<file path="config.mk">
export PLATFORM = sky130hd
export DESIGN_NAME = noc_traffic_node
export DESIGN_NICKNAME = d
export VERILOG_FILES = /design/src/rtl/noc_traffic_node.sv
export SDC_FILE = /design/constraint.sdc
export NUM_CORES = 1
export LEC_CHECK = 0
export CORE_MARGIN = 2
export CORE_UTILIZATION = 52
export DETAILED_ROUTE_END_ITERATION = 8
export PLACE_DENSITY = 0.93
export SYNTH_ARGS = -nofsm -noshare
export SYNTH_HDL_FRONTEND = slang
export SYNTH_SLANG_ARGS = --single-unit
</file>
<file path="constraint.sdc">
create_clock -name noc_clk -period 4.2 [get_ports noc_clk]
set_input_delay 0.63 -clock noc_clk [delete_from_list [all_inputs] [get_ports noc_clk]]
set_output_delay 0.63 -clock noc_clk [all_outputs]
set_load 0.1 [all_outputs]
</file>
<file path="src/rtl/noc_traffic_node.sv">
`default_nettype none
// ============================================================================
// Module   : noc_traffic_node
// Purpose  : NoC endpoint traffic generator (TX) and packet checker (RX).
//            TX emits cfg_pkt_num packets of header + N payload + tail flits
//            with a programmable gap. RX validates format, destination and
//            payload pattern, and counts good and bad packets.
// Ports    : noc_clk/noc_rst_n   clock, async active-low reset
//            i_start, i_cfg_*    run launch and per-run configuration
//            i_rx_stall          RX backpressure request
//            i_receive_*/o_receive_ready   inbound flit channel
//            o_sender_*/i_sender_ready     outbound flit channel
//            o_tx_busy/o_tx_done/o_tx_pkt_cnt   TX run status
//            o_rx_pkt_cnt/o_rx_err_cnt/o_rx_err_flag  RX statistics
// Revision : 1.0 - initial release
// ============================================================================
module noc_traffic_node #(
  parameter int DATA_W = 128,
  parameter int X_W    = 4,
  parameter int Y_W    = 4,
  parameter int X_ID   = 0,
  parameter int Y_ID   = 0
) (
  input  logic              noc_clk,
  input  logic              noc_rst_n,
  input  logic              i_start,
  input  logic [X_W-1:0]    i_cfg_dest_x,
  input  logic [Y_W-1:0]    i_cfg_dest_y,
  input  logic [15:0]       i_cfg_pkt_num,
  input  logic [7:0]        i_cfg_payload_len,
  input  logic [7:0]        i_cfg_gap,
  input  logic              i_rx_stall,
  input  logic              i_receive_valid,
  output logic              o_receive_ready,
  input  logic [DATA_W-1:0] i_receive_flit,
  input  logic              i_receive_is_header,
  input  logic              i_receive_is_tail,
  output logic              o_sender_valid,
  input  logic              i_sender_ready,
  output logic [DATA_W-1:0] o_sender_flit,
  output logic              o_sender_is_header,
  output logic              o_sender_is_tail,
  output logic              o_tx_busy,
  output logic              o_tx_done,
  output logic [15:0]       o_tx_pkt_cnt,
  output logic [15:0]       o_rx_pkt_cnt,
  output logic [15:0]       o_rx_err_cnt,
  output logic              o_rx_err_flag
);

  localparam int c_CW = X_W + Y_W;
  localparam int c_HW = 24 + 2 * c_CW;
  localparam logic [c_CW-1:0] c_SELF = {X_W'(X_ID), Y_W'(Y_ID)};

  // Header/tail: zeros above {src, dst, len, seq}
  function automatic logic [DATA_W-1:0] f_hdr(input logic [c_CW-1:0] src,
                                              input logic [c_CW-1:0] dst,
                                              input logic [7:0] len,
                                              input logic [15:0] seq);
    logic [DATA_W-1:0] v;
    v = '0;
    v[c_HW-1:0] = {src, dst, len, seq};
    return v;
  endfunction

  // Payload: ones above {index, seq}
  function automatic logic [DATA_W-1:0] f_pay(input logic [7:0] idx,
                                              input logic [15:0] seq);
    logic [DATA_W-1:0] v;
    v = '1;
    v[23:0] = {idx, seq};
    return v;
  endfunction

  // ---------------------------------------------------------------- TX
  typedef enum logic [2:0] {TX_IDLE, TX_HEAD, TX_DATA, TX_TAIL, TX_GAP} tx_state_t;

  tx_state_t         r_tx_state;
  logic [c_CW-1:0]   r_dst;
  logic [15:0]       r_pkt_num;
  logic [7:0]        r_len;
  logic [7:0]        r_gap;
  logic [7:0]        r_gap_cnt;
  logic [7:0]        r_idx;
  logic [15:0]       r_seq;
  logic [15:0]       r_tx_pkt_cnt;
  logic              r_sender_valid;
  logic [DATA_W-1:0] r_sender_flit;
  logic              r_sender_is_header;
  logic              r_sender_is_tail;
  logic              r_tx_busy;
  logic              r_tx_done;

  logic [15:0]       w_seq_inc;
  logic [15:0]       w_tx_cnt_inc;
  logic              w_tx_last;

  assign w_seq_inc    = r_seq + 16'd1;
  assign w_tx_cnt_inc = (r_tx_pkt_cnt == 16'hFFFF) ? r_tx_pkt_cnt : r_tx_pkt_cnt + 16'd1;
  // 17-bit compare so a saturated count still terminates a 0xFFFF run
  assign w_tx_last    = (({1'b0, r_tx_pkt_cnt} + 17'd1) == {1'b0, r_pkt_num});

  // In HEAD/DATA/TAIL sender_valid is always 1, so ready alone means transfer
  always_ff @(posedge noc_clk or negedge noc_rst_n) begin
    if (!noc_rst_n) begin
      r_tx_state         <= TX_IDLE;
      r_dst              <= '0;
      r_pkt_num          <= '0;
      r_len              <= '0;
      r_gap              <= '0;
      r_gap_cnt          <= '0;
      r_idx              <= '0;
      r_seq              <= '0;
      r_tx_pkt_cnt       <= '0;
      r_sender_valid     <= 1'b0;
      r_sender_flit      <= '0;
      r_sender_is_header <= 1'b0;
      r_sender_is_tail   <= 1'b0;
      r_tx_busy          <= 1'b0;
      r_tx_done          <= 1'b0;
    end else begin
      r_tx_done <= 1'b0;
      case (r_tx_state)
        TX_IDLE: begin
          if (i_start) begin
            r_dst        <= {i_cfg_dest_x, i_cfg_dest_y};
            r_pkt_num    <= i_cfg_pkt_num;
            r_len        <= i_cfg_payload_len;
            r_gap        <= i_cfg_gap;
            r_tx_pkt_cnt <= '0;
            if (i_cfg_pkt_num == 16'd0) begin
              r_tx_done <= 1'b1;
            end else begin
              r_tx_state         <= TX_HEAD;
              r_sender_valid     <= 1'b1;
              r_sender_flit      <= f_hdr(c_SELF, {i_cfg_dest_x, i_cfg_dest_y},
                                          i_cfg_payload_len, r_seq);
              r_sender_is_header <= 1'b1;
              r_sender_is_tail   <= 1'b0;
              r_tx_busy          <= 1'b1;
            end
          end
        end
        TX_HEAD: begin
          if (i_sender_ready) begin
            r_sender_is_header <= 1'b0;
            r_idx              <= '0;
            if (r_len != 8'd0) begin
              r_tx_state    <= TX_DATA;
              r_sender_flit <= f_pay(8'd0, r_seq);
            end else begin
              r_tx_state       <= TX_TAIL;
              r_sender_flit    <= f_hdr(c_SELF, r_dst, r_len, r_seq);
              r_sender_is_tail <= 1'b1;
            end
          end
        end
        TX_DATA: begin
          if (i_sender_ready) begin
            if (r_idx == r_len - 8'd1) begin
              r_tx_state       <= TX_TAIL;
              r_sender_flit    <= f_hdr(c_SELF, r_dst, r_len, r_seq);
              r_sender_is_tail <= 1'b1;
            end else begin
              r_idx         <= r_idx + 8'd1;
              r_sender_flit <= f_pay(r_idx + 8'd1, r_seq);
            end
          end
        end
        TX_TAIL: begin
          if (i_sender_ready) begin
            r_tx_pkt_cnt     <= w_tx_cnt_inc;
            r_seq            <= w_seq_inc;
            r_sender_is_tail <= 1'b0;
            if (w_tx_last) begin
              r_tx_state     <= TX_IDLE;
              r_sender_valid <= 1'b0;
              r_tx_busy      <= 1'b0;
              r_tx_done      <= 1'b1;
            end else if (r_gap == 8'd0) begin
              // back-to-back header, no bubble
              r_tx_state         <= TX_HEAD;
              r_sender_flit      <= f_hdr(c_SELF, r_dst, r_len, w_seq_inc);
              r_sender_is_header <= 1'b1;
            end else begin
              r_tx_state     <= TX_GAP;
              r_sender_valid <= 1'b0;
              r_gap_cnt      <= r_gap;
            end
          end
        end
        TX_GAP: begin
          if (r_gap_cnt == 8'd1) begin
            r_tx_state         <= TX_HEAD;
            r_sender_valid     <= 1'b1;
            r_sender_flit      <= f_hdr(c_SELF, r_dst, r_len, r_seq);
            r_sender_is_header <= 1'b1;
          end else begin
            r_gap_cnt <= r_gap_cnt - 8'd1;
          end
        end
        default: r_tx_state <= TX_IDLE;
      endcase
    end
  end

  // ---------------------------------------------------------------- RX
  typedef enum logic [1:0] {RX_HEAD, RX_DATA, RX_TAIL} rx_state_t;

  rx_state_t         r_rx_state;
  logic              r_receive_ready;
  logic [DATA_W-1:0] r_rx_hdr;
  logic [7:0]        r_rx_len;
  logic [15:0]       r_rx_seq;
  logic [7:0]        r_rx_idx;
  logic              r_rx_pe;
  logic [15:0]       r_rx_pkt_cnt;
  logic [15:0]       r_rx_err_cnt;
  logic              r_rx_err_flag;

  logic              w_rx_fire;
  logic              w_rx_capture;
  logic              w_rx_ok;
  logic              w_rx_err;
  logic [c_CW-1:0]   w_f_dst;
  logic [7:0]        w_f_len;
  logic [DATA_W-1:0] w_exp_pay;

  assign w_rx_fire    = i_receive_valid && r_receive_ready;
  assign w_f_dst      = i_receive_flit[24 + c_CW - 1 : 24];
  assign w_f_len      = i_receive_flit[23:16];
  assign w_exp_pay    = f_pay(r_rx_idx, r_rx_seq);
  // A header restarts packet tracking both when idle and mid-payload
  assign w_rx_capture = w_rx_fire && i_receive_is_header &&
                        (r_rx_state == RX_HEAD || r_rx_state == RX_DATA);

  always_comb begin
    w_rx_ok  = 1'b0;
    w_rx_err = 1'b0;
    if (w_rx_fire) begin
      case (r_rx_state)
        RX_HEAD: w_rx_err = !i_receive_is_header;
        RX_DATA: w_rx_err = i_receive_is_header || i_receive_is_tail;
        RX_TAIL: begin
          w_rx_ok  = i_receive_is_tail && (i_receive_flit == r_rx_hdr) && !r_rx_pe;
          w_rx_err = !w_rx_ok;
        end
        default: ;
      endcase
    end
  end

  always_ff @(posedge noc_clk or negedge noc_rst_n) begin
    if (!noc_rst_n) begin
      r_rx_state      <= RX_HEAD;
      r_receive_ready <= 1'b1;
      r_rx_hdr        <= '0;
      r_rx_len        <= '0;
      r_rx_seq        <= '0;
      r_rx_idx        <= '0;
      r_rx_pe         <= 1'b0;
      r_rx_pkt_cnt    <= '0;
      r_rx_err_cnt    <= '0;
      r_rx_err_flag   <= 1'b0;
    end else begin
      r_receive_ready <= !i_rx_stall;
      if (w_rx_ok && r_rx_pkt_cnt != 16'hFFFF) r_rx_pkt_cnt <= r_rx_pkt_cnt + 16'd1;
      if (w_rx_err) begin
        r_rx_err_flag <= 1'b1;
        if (r_rx_err_cnt != 16'hFFFF) r_rx_err_cnt <= r_rx_err_cnt + 16'd1;
      end
      if (w_rx_capture) begin
        r_rx_hdr   <= i_receive_flit;
        r_rx_len   <= w_f_len;
        r_rx_seq   <= i_receive_flit[15:0];
        r_rx_idx   <= '0;
        r_rx_pe    <= (w_f_dst != c_SELF);
        r_rx_state <= (w_f_len != 8'd0) ? RX_DATA : RX_TAIL;
      end else if (w_rx_fire) begin
        case (r_rx_state)
          RX_DATA: begin
            if (i_receive_is_tail) begin
              r_rx_state <= RX_HEAD;
            end else begin
              if (i_receive_flit != w_exp_pay) r_rx_pe <= 1'b1;
              if (r_rx_idx == r_rx_len - 8'd1) r_rx_state <= RX_TAIL;
              else r_rx_idx <= r_rx_idx + 8'd1;
            end
          end
          RX_TAIL: r_rx_state <= RX_HEAD;
          default: r_rx_state <= RX_HEAD;
        endcase
      end
    end
  end

  assign o_receive_ready    = r_receive_ready;
  assign o_sender_valid     = r_sender_valid;
  assign o_sender_flit      = r_sender_flit;
  assign o_sender_is_header = r_sender_is_header;
  assign o_sender_is_tail   = r_sender_is_tail;
  assign o_tx_busy          = r_tx_busy;
  assign o_tx_done          = r_tx_done;
  assign o_tx_pkt_cnt       = r_tx_pkt_cnt;
  assign o_rx_pkt_cnt       = r_rx_pkt_cnt;
  assign o_rx_err_cnt       = r_rx_err_cnt;
  assign o_rx_err_flag      = r_rx_err_flag;

endmodule
`default_nettype wire

</file>
---- After elaboration in Yosys (flattened, before gate mapping) ----
Index checks and enable logic that the tools add are counted.
word-level totals
  register bits after elaboration ......... 421
  bits of input ports ..................... 176
  output and inout bits ................... 183
  word-level logic and storage cells ...... 195
operators by class
  add/subtract/negate cells ............... 10
  eq/ne operators ......................... 34
  muxes and demuxes ....................... 82
  reduce and logical (&&, ||, !) cells .... 44
operators by type and width
  operator               count
  $mux 128               10
  $pmux 128 s5           1
  $eq 128x128->1         1
  $ne 128x128->1         1
  $mux 8                 12
  $add 16x1->16 const B  4
  $mux 16                3
  $ne 16x16->1 const B   2
  $ne 2x2->1 const B     16
  $pmux 16 s2            1
  $pmux 8 s2             2
  $mux 1                 31
  $mux 3                 9
  $reduce_bool 8->1      3
  $sub 8x1->8 const B    3
  $add 16x1->17 const B  1
  $eq 17x16->1           1
  $add 8x1->8 const B    2
  $eq 16x16->1 const B   1
  $eq 8x8->1             2
  $logic_not 16->1       1
  $reduce_and 4->1       4
  $reduce_and 8->1       2
  $pmux 3 s5             1
  28 further kinds       56

---- Logic depth before layout (Yosys ltp) ----
Gate-level depths: netlist of the first run.
  depth in word-level cells ............... 7
  gate-level depth with buffers ........... 11
  gate-level depth less buffers ........... 10

---- Least setup slack after synthesis of the first run ----
No wires, ideal clock.
  kind .................................... reg-to-reg
  start point ............................. reg r_tx_pkt_cnt[3], in the netlist o_tx_pkt_cnt[3]
  end point ............................... reg r_sender_flit[10], in the netlist o_sender_flit[10]
  setup time .............................. 0.126 ns
  arrival ................................. 3.587 ns
  required time ........................... 4.074 ns
  setup slack ............................. 0.487 ns
  stages on the path, launching flop included .. 12
  buffers on the path ..................... 3
  period minus slack after synthesis ...... 3.713 ns
  path through ............................ dfrtp_1 > buf_2 > nand3_4 > or4_1 > buf_2 > nor4_2 > a311oi_1 > or4_4 > o21ai_2 > a21boi_4 > buf_6 > mux2_4
between the ends
  cells in the longest elaborated chain, start to end .. 4
RTL lines
  item                               line  text
  start: declaration                 86    logic [15:0] r_tx_pkt_cnt;
  start signal: assignment           172   r_tx_pkt_cnt <= w_tx_cnt_inc;
  $add 16x1->17                      101   assign w_tx_last = (({1'b0, r_tx_pkt_cnt} + 17'd1) == {1'b0, r_pkt_num});
  $eq 17x16->1                       101
  $ne 2x2->1 (no source line)        -
  $reduce_and 9->1 (no source line)  -
  end signal: assignment             136   r_sender_flit <= f_hdr(c_SELF, {i_cfg_dest_x, i_cfg_dest_y},
  end signal: assignment             150   r_sender_flit <= f_pay(8'd0, r_seq);
  end signal: assignment             153   r_sender_flit <= f_hdr(c_SELF, r_dst, r_len, r_seq);
  end: declaration                   88    logic [DATA_W-1:0] r_sender_flit;
No other way between the ends.
A chain may end at the register's enable or synchronous reset.

---- Final worst setup path of the first run ----
  start point ............................. reg r_tx_pkt_cnt[2], in the netlist o_tx_pkt_cnt[2]
  end point ............................... reg r_sender_flit[2], in the netlist o_sender_flit[2]
The elaborated chain is that of the path after synthesis.

==> results of run 1 <==
-- cells in the final DEF, fill, tap and decap left out, types with 11 or more instances in the layout --
cell | Yosys | final
nand2_1 | 565 | 564
dfrtp_1 | 301 | 300
clkdlybuf4s50_1 | 0 | 261
xor2_1 | 118 | 118
buf_4 | 97 | 111
xnor2_1 | 95 | 95
nor2_1 | 79 | 79
o21ai_0 | 64 | 64
nand4_1 | 55 | 55
inv_1 | 50 | 50
nand3_1 | 50 | 50
nor4_1 | 46 | 46
clkbuf_16 | 0 | 36
nand2b_1 | 33 | 33
nor2b_1 | 27 | 27
mux2_4 | 23 | 23
a21oi_1 | 21 | 21
and3_1 | 20 | 20
nor3_1 | 20 | 20
mux2i_1 | 14 | 14
a211oi_1 | 11 | 11
ha_1 | 11 | 11
-- worst min path at each step --
stage	slack, ns	end	depth (start not counted)	from
6_report	0.08	r_rx_hdr[80]$_DFFE_PN0P_	1	noc_rst_n
3_3_place_gp	0.46	r_dst[2]$_DFFE_PN0P_	2	r_dst[2]$_DFFE_PN0P_
3_5_place_dp	0.47	r_dst[2]$_DFFE_PN0P_	2	r_dst[2]$_DFFE_PN0P_
4_1_cts	0.14	r_rx_hdr[80]$_DFFE_PN0P_	1	noc_rst_n
2_1_floorplan	0.33	o_rx_err_cnt[0]$_DFFE_PN0P_	0	noc_rst_n
5_1_grt	0.15	r_rx_hdr[80]$_DFFE_PN0P_	1	noc_rst_n
-- worst reg2reg max path: stages (launching register included) --
cell and delay [ns]:
dfrtp_1 0.49, nand3_1 0.20, or4_1 0.66, mux2_2 0.32, a311oi_1 0.39, or4_4 0.24, o21ai_2 0.07, a21boi_4 0.41
buf_4 0.40, mux2_2 0.39
-- cell type report --
class                   count  area, sq um
multi-input cells        1401         8190
flip-flops and latches    302         7560
well taps                 442          553
fillers                  2385        11000
clock inverters            17          256
repair buffers            376         3520
inverters                  50          188
clock buffers              47         1000
-- state kept, by name (all words and copies together), names as in the netlist, 2 cells and up --
name	count
r_pkt_num	16
r_dst	8
r_tx_state	3
o_tx_pkt_cnt	16
r_gap_cnt	8
o_rx_pkt_cnt	16
o_rx_err_cnt	16
r_gap	8
r_seq	16
r_rx_state	2
r_len	8
r_idx	8
r_rx_hdr	128
r_rx_idx	8
o_sender_flit	33
-- where the power goes --
group	internal (mW)	switching (mW)
clock	2.06	1.25
sequential	3.53	0.642
combinational	2.21	6.49
-- layer usage --
layer | global-route usage, % | wire length [microns] | part of all wire (%)
met2 | 46.9 | 23400 | 48
met3 | 6.48 | 4900 | 10
met1 | 35.8 | 18900 | 38
met5 | 0 | 0 | 0
met4 | 11.0 | 1940 | 4.0
-- Yosys cell counts, types with 7 or more instances --
cell       instances  area, sq um
nand4_1           55          344
xor2_1           118         1030
nor4_1            46          288
inv_1             50          188
buf_4             97          728
o21ai_0           64          320
nand2b_1          33          206
o31ai_1            9         67.6
nand3_1           50          250
and2_1             8         50.1
nor3_1            20          100
and3_1            20          125
clkbuf_1          61          229
ha_1              11          138
o2111ai_1          7         61.3
mux2i_1           14          140
mux2_4            23          345
nand2_1          565         2120
nor2_1            79          297
or4_1              8         60.1
a21oi_1           21          105
xnor2_1           95          832
o22ai_1            8         50.1
nor2b_1           27          169
a211oi_1          11         82.6
dfrtp_1          301         7530
mux2_2             9          101
-- cell families after synthesis --
family	count (synthesis)
multiplexers	46
buffers and inverters	219
XOR/XNOR	214
flip-flops	302
AO/OA/AOI/OAI	184
adder cells (fa/ha/maj)	12
AND/OR/NAND/NOR	945
==> metrics list, run 1 <==
- Final hold violation count: 0
- Once detail routing completed, the nets flagged for antenna violations numbered 0.
* Run status: finished clean
* Max Slew Vio Count: 0
- The detailed router finished its first iteration with 1392 violations.
- Static timing analysis puts the maximum clock frequency at 272 MHz.
* Data required, critical path: 4.60 ns
- Summed over all layers, the global routing overflow is 0.
- Asr flop ratio synth: 100%
- First-pass DRT Iterations: 8
- Reg-to-reg startpoint: o_tx_pkt_cnt[2]$_DFFE_PN0P_
* Final Util: 65.9%
- Initial standard-cell utilization of the core: 52.5%
- Vertical extent of the die: 185 microns
- The synthesized netlist devotes 0.871% of its cell area to adder and majority cells.
- Synth warnings: 0
- The synthesized design contains 302 register bits.
* Number of nets in the synthesized netlist: 2109
- The initialized floorplan defines 66 standard-cell rows.
* Placer congestion estimate: 0.978
- Count of hold-fix buffers inserted at cts: 0
- The average instance in the mapped netlist occupies 8.82 sq um.
* Die Footprint: 34100 sq um
* RSZ-0062 raised after global routing: false
- With fillers left out, the area of the finished cells amounts to 21300 sq um.
- At the pin with the least slew margin, the transition time is 1.09 ns.
* Worst-skew pair later-pin latency: 0.53 ns
- In this run the cell area of the synthesized design comes to 16900 sq um.
- The number of antenna violations at the first check in global routing is 0.
* Library cell appearing most often on the critical path: mux2_2
- The critical path crosses 9 cells after its start point.
- In this run the post-CTS setup repair buffer count came out at 0.
* Post-synthesis compound-gate area fraction: 7.38%
- Vias per std cell: 5.69
- Ant. Diodes: 0
- Top-Level Pins: 359
* Maximum number of pins on one net before global-route repair: 138
- The number of global-route vias before repair is 14300.
- For this design, the sink count on the clock tree is 302.
- Shortest period the worst path allows: 3.68 ns
- For this run, the leading register cell type out of synthesis is dfrtp_1.
- Cells with a size suffix above 1 make up 10.2% of the layout.
- On the final layout, the worst clock skew is 0.0313 ns.
- Placed wire-length estimate after detailed placement: 35200 microns
- The first global-routing pass estimated 76100 microns of wire.
- Clock tree from TritonCTS: yes
* Placement-stage worst setup slack: 0.462 ns
- For this design the static power due to leakage is 9.85 nW.
- Of all nets on the critical path, the largest fanout is 17.
* Start point of the critical path: o_tx_pkt_cnt[2]$_DFFE_PN0P_
* Slowest-stage cell, CP: or4_1
* Power density over the cells: 761 nW/um^2
- Clk root buf: clkbuf_16
- Aggregate negative setup slack: 0 ns
* Hold slack: 0.0764 ns
- Overall routed net length: 49200 microns
* Area grow syn2layout: 25.5%
- Counting the buffers created by CTS gives 35.
- The min-delay analysis places its worst path in the category input pin to async pin.
- On the worst path, the slowest cell contributes a delay of 0.66 ns.
- Kind of cell adding the most delay to the critical path: simple AND/OR/NAND/NOR gates
- Routed len/inst: 18.7 microns
- Cells after DPL: 2570
- In the post-route analysis, the smallest setup slack over all paths is 0.518 ns.
- The synthesized netlist devotes 11.1% of its cell area to XOR and XNOR gates.
- Reg2reg end: o_sender_flit[2]$_DFFE_PN0P_
* Number of nets in the layout: 2353
* Register-to-register path setup slack: 0.52 ns
* Worst Path Class, Setup: flip-flop to flip-flop
* MaxCap Viol Count: 0
* Standard cell area after detailed placement: 20000 sq um
* Post_cts resized: 0
- Startpoint class of the critical path: flip-flop
- Worst r2r path cells: 9
* Core area: 32300 sq um
* Worst slew margin relative to its limit: 26.8%
* Endpoint arrival time on the critical path: 4.08 ns
- STA classifies the critical path endpoint as a flip-flop.
- The count of cells in the finished layout, fillers not included, comes to 2635.
- DRC violations left: 0
- Sequential elements use 44.6% of the synthesized area.
* Post-layout power: 16.2 mW
- After clock tree synthesis, the clock-pin slew on the worst setup and hold paths is 0.06 ns.
- Period utilisation layout: 87.7%
- Together, buffers and inverters on the worst path number 1.
- Buffers added on ports: 358
- Main combinational cell family by area after synthesis: simple AND/OR/NAND/NOR gates
* Maximum ir drop on the vdd rail: 1.18 mV
- Setup violations remaining at the end of the flow were counted as 0.
* Post-synth EDFFs: 0
* Synth cell types: 70
- Worst path cell trace: nand3_1, or4_1, mux2_2, a311oi_1, or4_4, o21ai_2, a21boi_4, buf_4, mux2_2
- In this run the horizontal extent of the chip is 185 microns.
- The most critical setup path has its endpoint at o_sender_flit[2]$_DFFE_PN0P_.
- Deepest clock path buffer count: 3
- Global Route Usage Sum: 28.2%
- H-Tree Level Count: 2
* Post-synthesis share of cell area spent on and, or, nand and nor gates: 25.4%
- Synthesis produced 1922 cells.
- The portion of synthesized area spent on multiplexers is 3.46%.
- Total number of vias: 15000
(Power assumes the default switching activity.)
==> inputs of run 2 (changes only) <==
CORE_MARGIN = 1   (was 2)
TNS_END_PERCENT = 30   (was not set)
==> run 2 against run 1 <==
Hold slack got worse by 0.018 ns. Maximum frequency rose by 4.1%. Critical path depth unchanged. Core utilization grew 0.66 points. Sequential power is essentially flat. Critical path type unchanged.
==> metrics list, run 2 (synthesis gave the netlist of run 1 again) <==
* Fin worst setup slack: 0.665 ns (+0.146 ns)
- Final hold violation count: 0 (unchanged)
- Die X: 183 microns (-1.1%)
- Standby leakage power: 9.80 nW (-0.56%)
- The largest net degree at the start of global routing was 98 (-29%).
- The layout filler cell count is 2387 (+0.084%).
- Period utilisation layout: 84.2% (-3.5 points)
- The worst setup path is launched from a flip-flop.
* Reg-to-reg startpoint: o_tx_pkt_cnt[2]$_DFFE_PN0P_
- The die height came to 183 microns (-1.1%).
- The count of nets after finishing was 2355 (+0.085%).
- Aggregate negative setup slack: 0 ns (unchanged)
- The count of endpoints failing setup in the final report is 0 (unchanged).
* HP Class: input pin to async pin
* Reg clk slew, reported paths: 0.06 ns (about the same)
* Number of cell rows: 65 (-1.5%)
* Deepest clock path buffer count: 3 (unchanged)
- The post-placement cell area is 20000 sq um (about the same).
- The footprint of the flip-flops and latches was 7560 sq um (unchanged).
- The register with the most flip-flops in the final layout is r_rx_hdr.
- Setup skew after layout: 0.0185 ns (-0.0128 ns)
- The layout cell share with drive strength beyond 1 is 9.90% (-0.31 points).
- Leaving out fill and tap cells, the most frequent cells in the layout are 564 x nand2_1, 300 x dfrtp_1, 261 x clkdlybuf4s50_1, 118 x xor2_1, 114 x buf_4.
- Buffers added on ports: 358 (unchanged)
- The final design area excluding fillers is 21200 sq um (-0.53%).
- In this run the worst setup path begins at o_tx_pkt_cnt[2]$_DFFE_PN0P_.
- Endpoint arrival time on the critical path: 3.94 ns (-0.14 ns)
- The worst setup path is captured at a flip-flop.
- Max Slew Vio Count: 0 (unchanged)
- The initial detailed-routing violation count is 1549 (+11%).
- The I/O pin count came to 359 (unchanged).
* Flip-flop count of the largest register, all copies and words added: 128 (unchanged)
- TritonCTS built the clock tree.
- The number of antenna violations at the first check in global routing is 0 (unchanged).
- The average wire length per cell after detail routing came to 18.7 microns (+0.16%).
* Routed Antenna Nets: 0 (unchanged)
* Core area: 31800 sq um (-1.5%)
* Global Route Usage Sum: 29.0% (+0.82 points)
- The ratio of routed vias to standard cells came to 5.74 (+0.80%).
* Critical path fanouts, max: 34 (+17)
- Tightest Pin Transition: 1.10 ns (+0.000819 ns)
- Hold slack: 0.0581 ns (-0.0183 ns)
- Placer congestion estimate: 0.971 (-0.72%)
* Shortest period the worst path allows: 3.54 ns (-0.146 ns)
* Worst slew margin relative to its limit: 26.7% (-0.055 points)
- Worst-skew pair later-pin latency: 0.53 ns (about the same)
- Multi-input logic area: 8190 sq um (unchanged)
- Ant. Diodes: 0 (unchanged)
* Peak clock frequency supported by timing: 283 MHz (+4.1%)
- Initial standard-cell utilization of the core: 53.3% (+0.81 points)
- The count of buffers added by post-CTS timing repair for setup was 0 (unchanged).
- Leaving out fill and tap cells, the most frequent cell in the layout is nand2_1.
- Overall routed net length: 49100 microns (-0.18%)
- Clk root buf: clkbuf_16
- The remaining design rule violation count is 0 (unchanged).
* Placed wire-length estimate after detailed placement: 35200 microns (+0.26%)
* Placement-stage worst setup slack: 0.462 ns (-0.000127 ns)
* First-pass DRT Iterations: 8 (unchanged)
* Count of hold-fix buffers inserted at cts: 0 (unchanged)
- The number of clock buffers inserted by TritonCTS is 34 (-2.9%).
- Total gr overflow: 0 (unchanged)
- The critical path is of the flip-flop to flip-flop type.
- The required time reported for the critical path endpoint was 4.60 ns (about the same).
- Setup repair after global routing left no endpoint under its margin.
- The number of clock sinks seen by CTS is 302 (unchanged).
- Total number of vias: 15100 (+0.46%)
- Die Footprint: 33300 sq um (-2.2%)
- The flow ran to the end, and the final reports show no timing, DRC or antenna violations.
* MaxCap Viol Count: 0 (unchanged)
- Relative to the synthesized area, the layout overhead comes to 24.8%.
* Post-layout power: 15.9 mW (-1.6%)
* Post_cts resized: 0 (unchanged)
* Wire length of the first global-routing pass: 77800 microns (+2.3%)
- The H-tree depth reported by CTS came to 2 (unchanged).
* Vias in the first global route: 14900 (+3.6%)
- The maximum vdd ir drop came to 1.11 mV (-5.6%).
- Power density over the cells: 752 nW/um^2 (-1.1%)
## run 2: layer usage
| metal | wire, microns | global-route usage [%] | share of wire [%] |
|---|---|---|---|
| met5 | 0 | 0 | 0 |
| met4 | 1740 | 10.7 | 3.5 |
| met3 | 4710 | 5.71 | 9.6 |
| met2 | 23400 | 48.4 | 48 |
| met1 | 19200 | 37.4 | 39 |
## run 2: where the power goes
group | internal (mW) | leakage (nW) | switching (mW) | total, mW
combinational | 2.21 | 5.39 | 6.50 | 8.71
clock | 1.83 | 0.551 | 1.22 | 3.05
sequential | 3.53 | 3.85 | 0.624 | 4.15
## run 2: final cells by class
type | instances | share of cell area [%]
multi-input cells | 1401 | 38.7
flip-flops and latches | 302 | 35.7
repair buffers | 379 | 16.7
clock buffers | 51 | 4.71
well taps | 435 | 2.57
inverters | 50 | 0.887
clock inverters | 8 | 0.645
## run 2: final timing paths
| path | endpoint | slack (ns) | cells past startpoint |
|---|---|---|---|
| worst max-delay path | o_sender_flit[3]$_DFFE_PN0P_ | 0.66 | 9 |
| worst min-delay path | r_rx_hdr[80]$_DFFE_PN0P_ | 0.06 | 1 |
| worst max register to register | o_sender_flit[3]$_DFFE_PN0P_ | 0.66 | 9 |
| worst min register to register | r_dst[7]$_DFFE_PN0P_ | 0.48 | 2 |
| max in group asynchronous | o_rx_pkt_cnt[4]$_DFFE_PN0P_ | 3.00 | 2 |
| min in group noc_clk | r_dst[7]$_DFFE_PN0P_ | 0.48 | 2 |
## run 2: metrics by stage
step	utilization (%)	cells
after floorplan	-	1922
after global placement	62.9	2566
after detailed placement	62.9	2566
after CTS	66.5	2625
after global routing	66.5	2626
final	66.5	2626
## run 2: critical path, cell delays in order (launching register included)
cell and delay, ns:
dfrtp_1 0.51, nand3_1 0.21, or4_1 0.69, mux2_2 0.33, a311oi_1 0.30, or4_4 0.21, o21ai_2 0.07, a21boi_4 0.15
buf_4 0.53, mux2_2 0.41
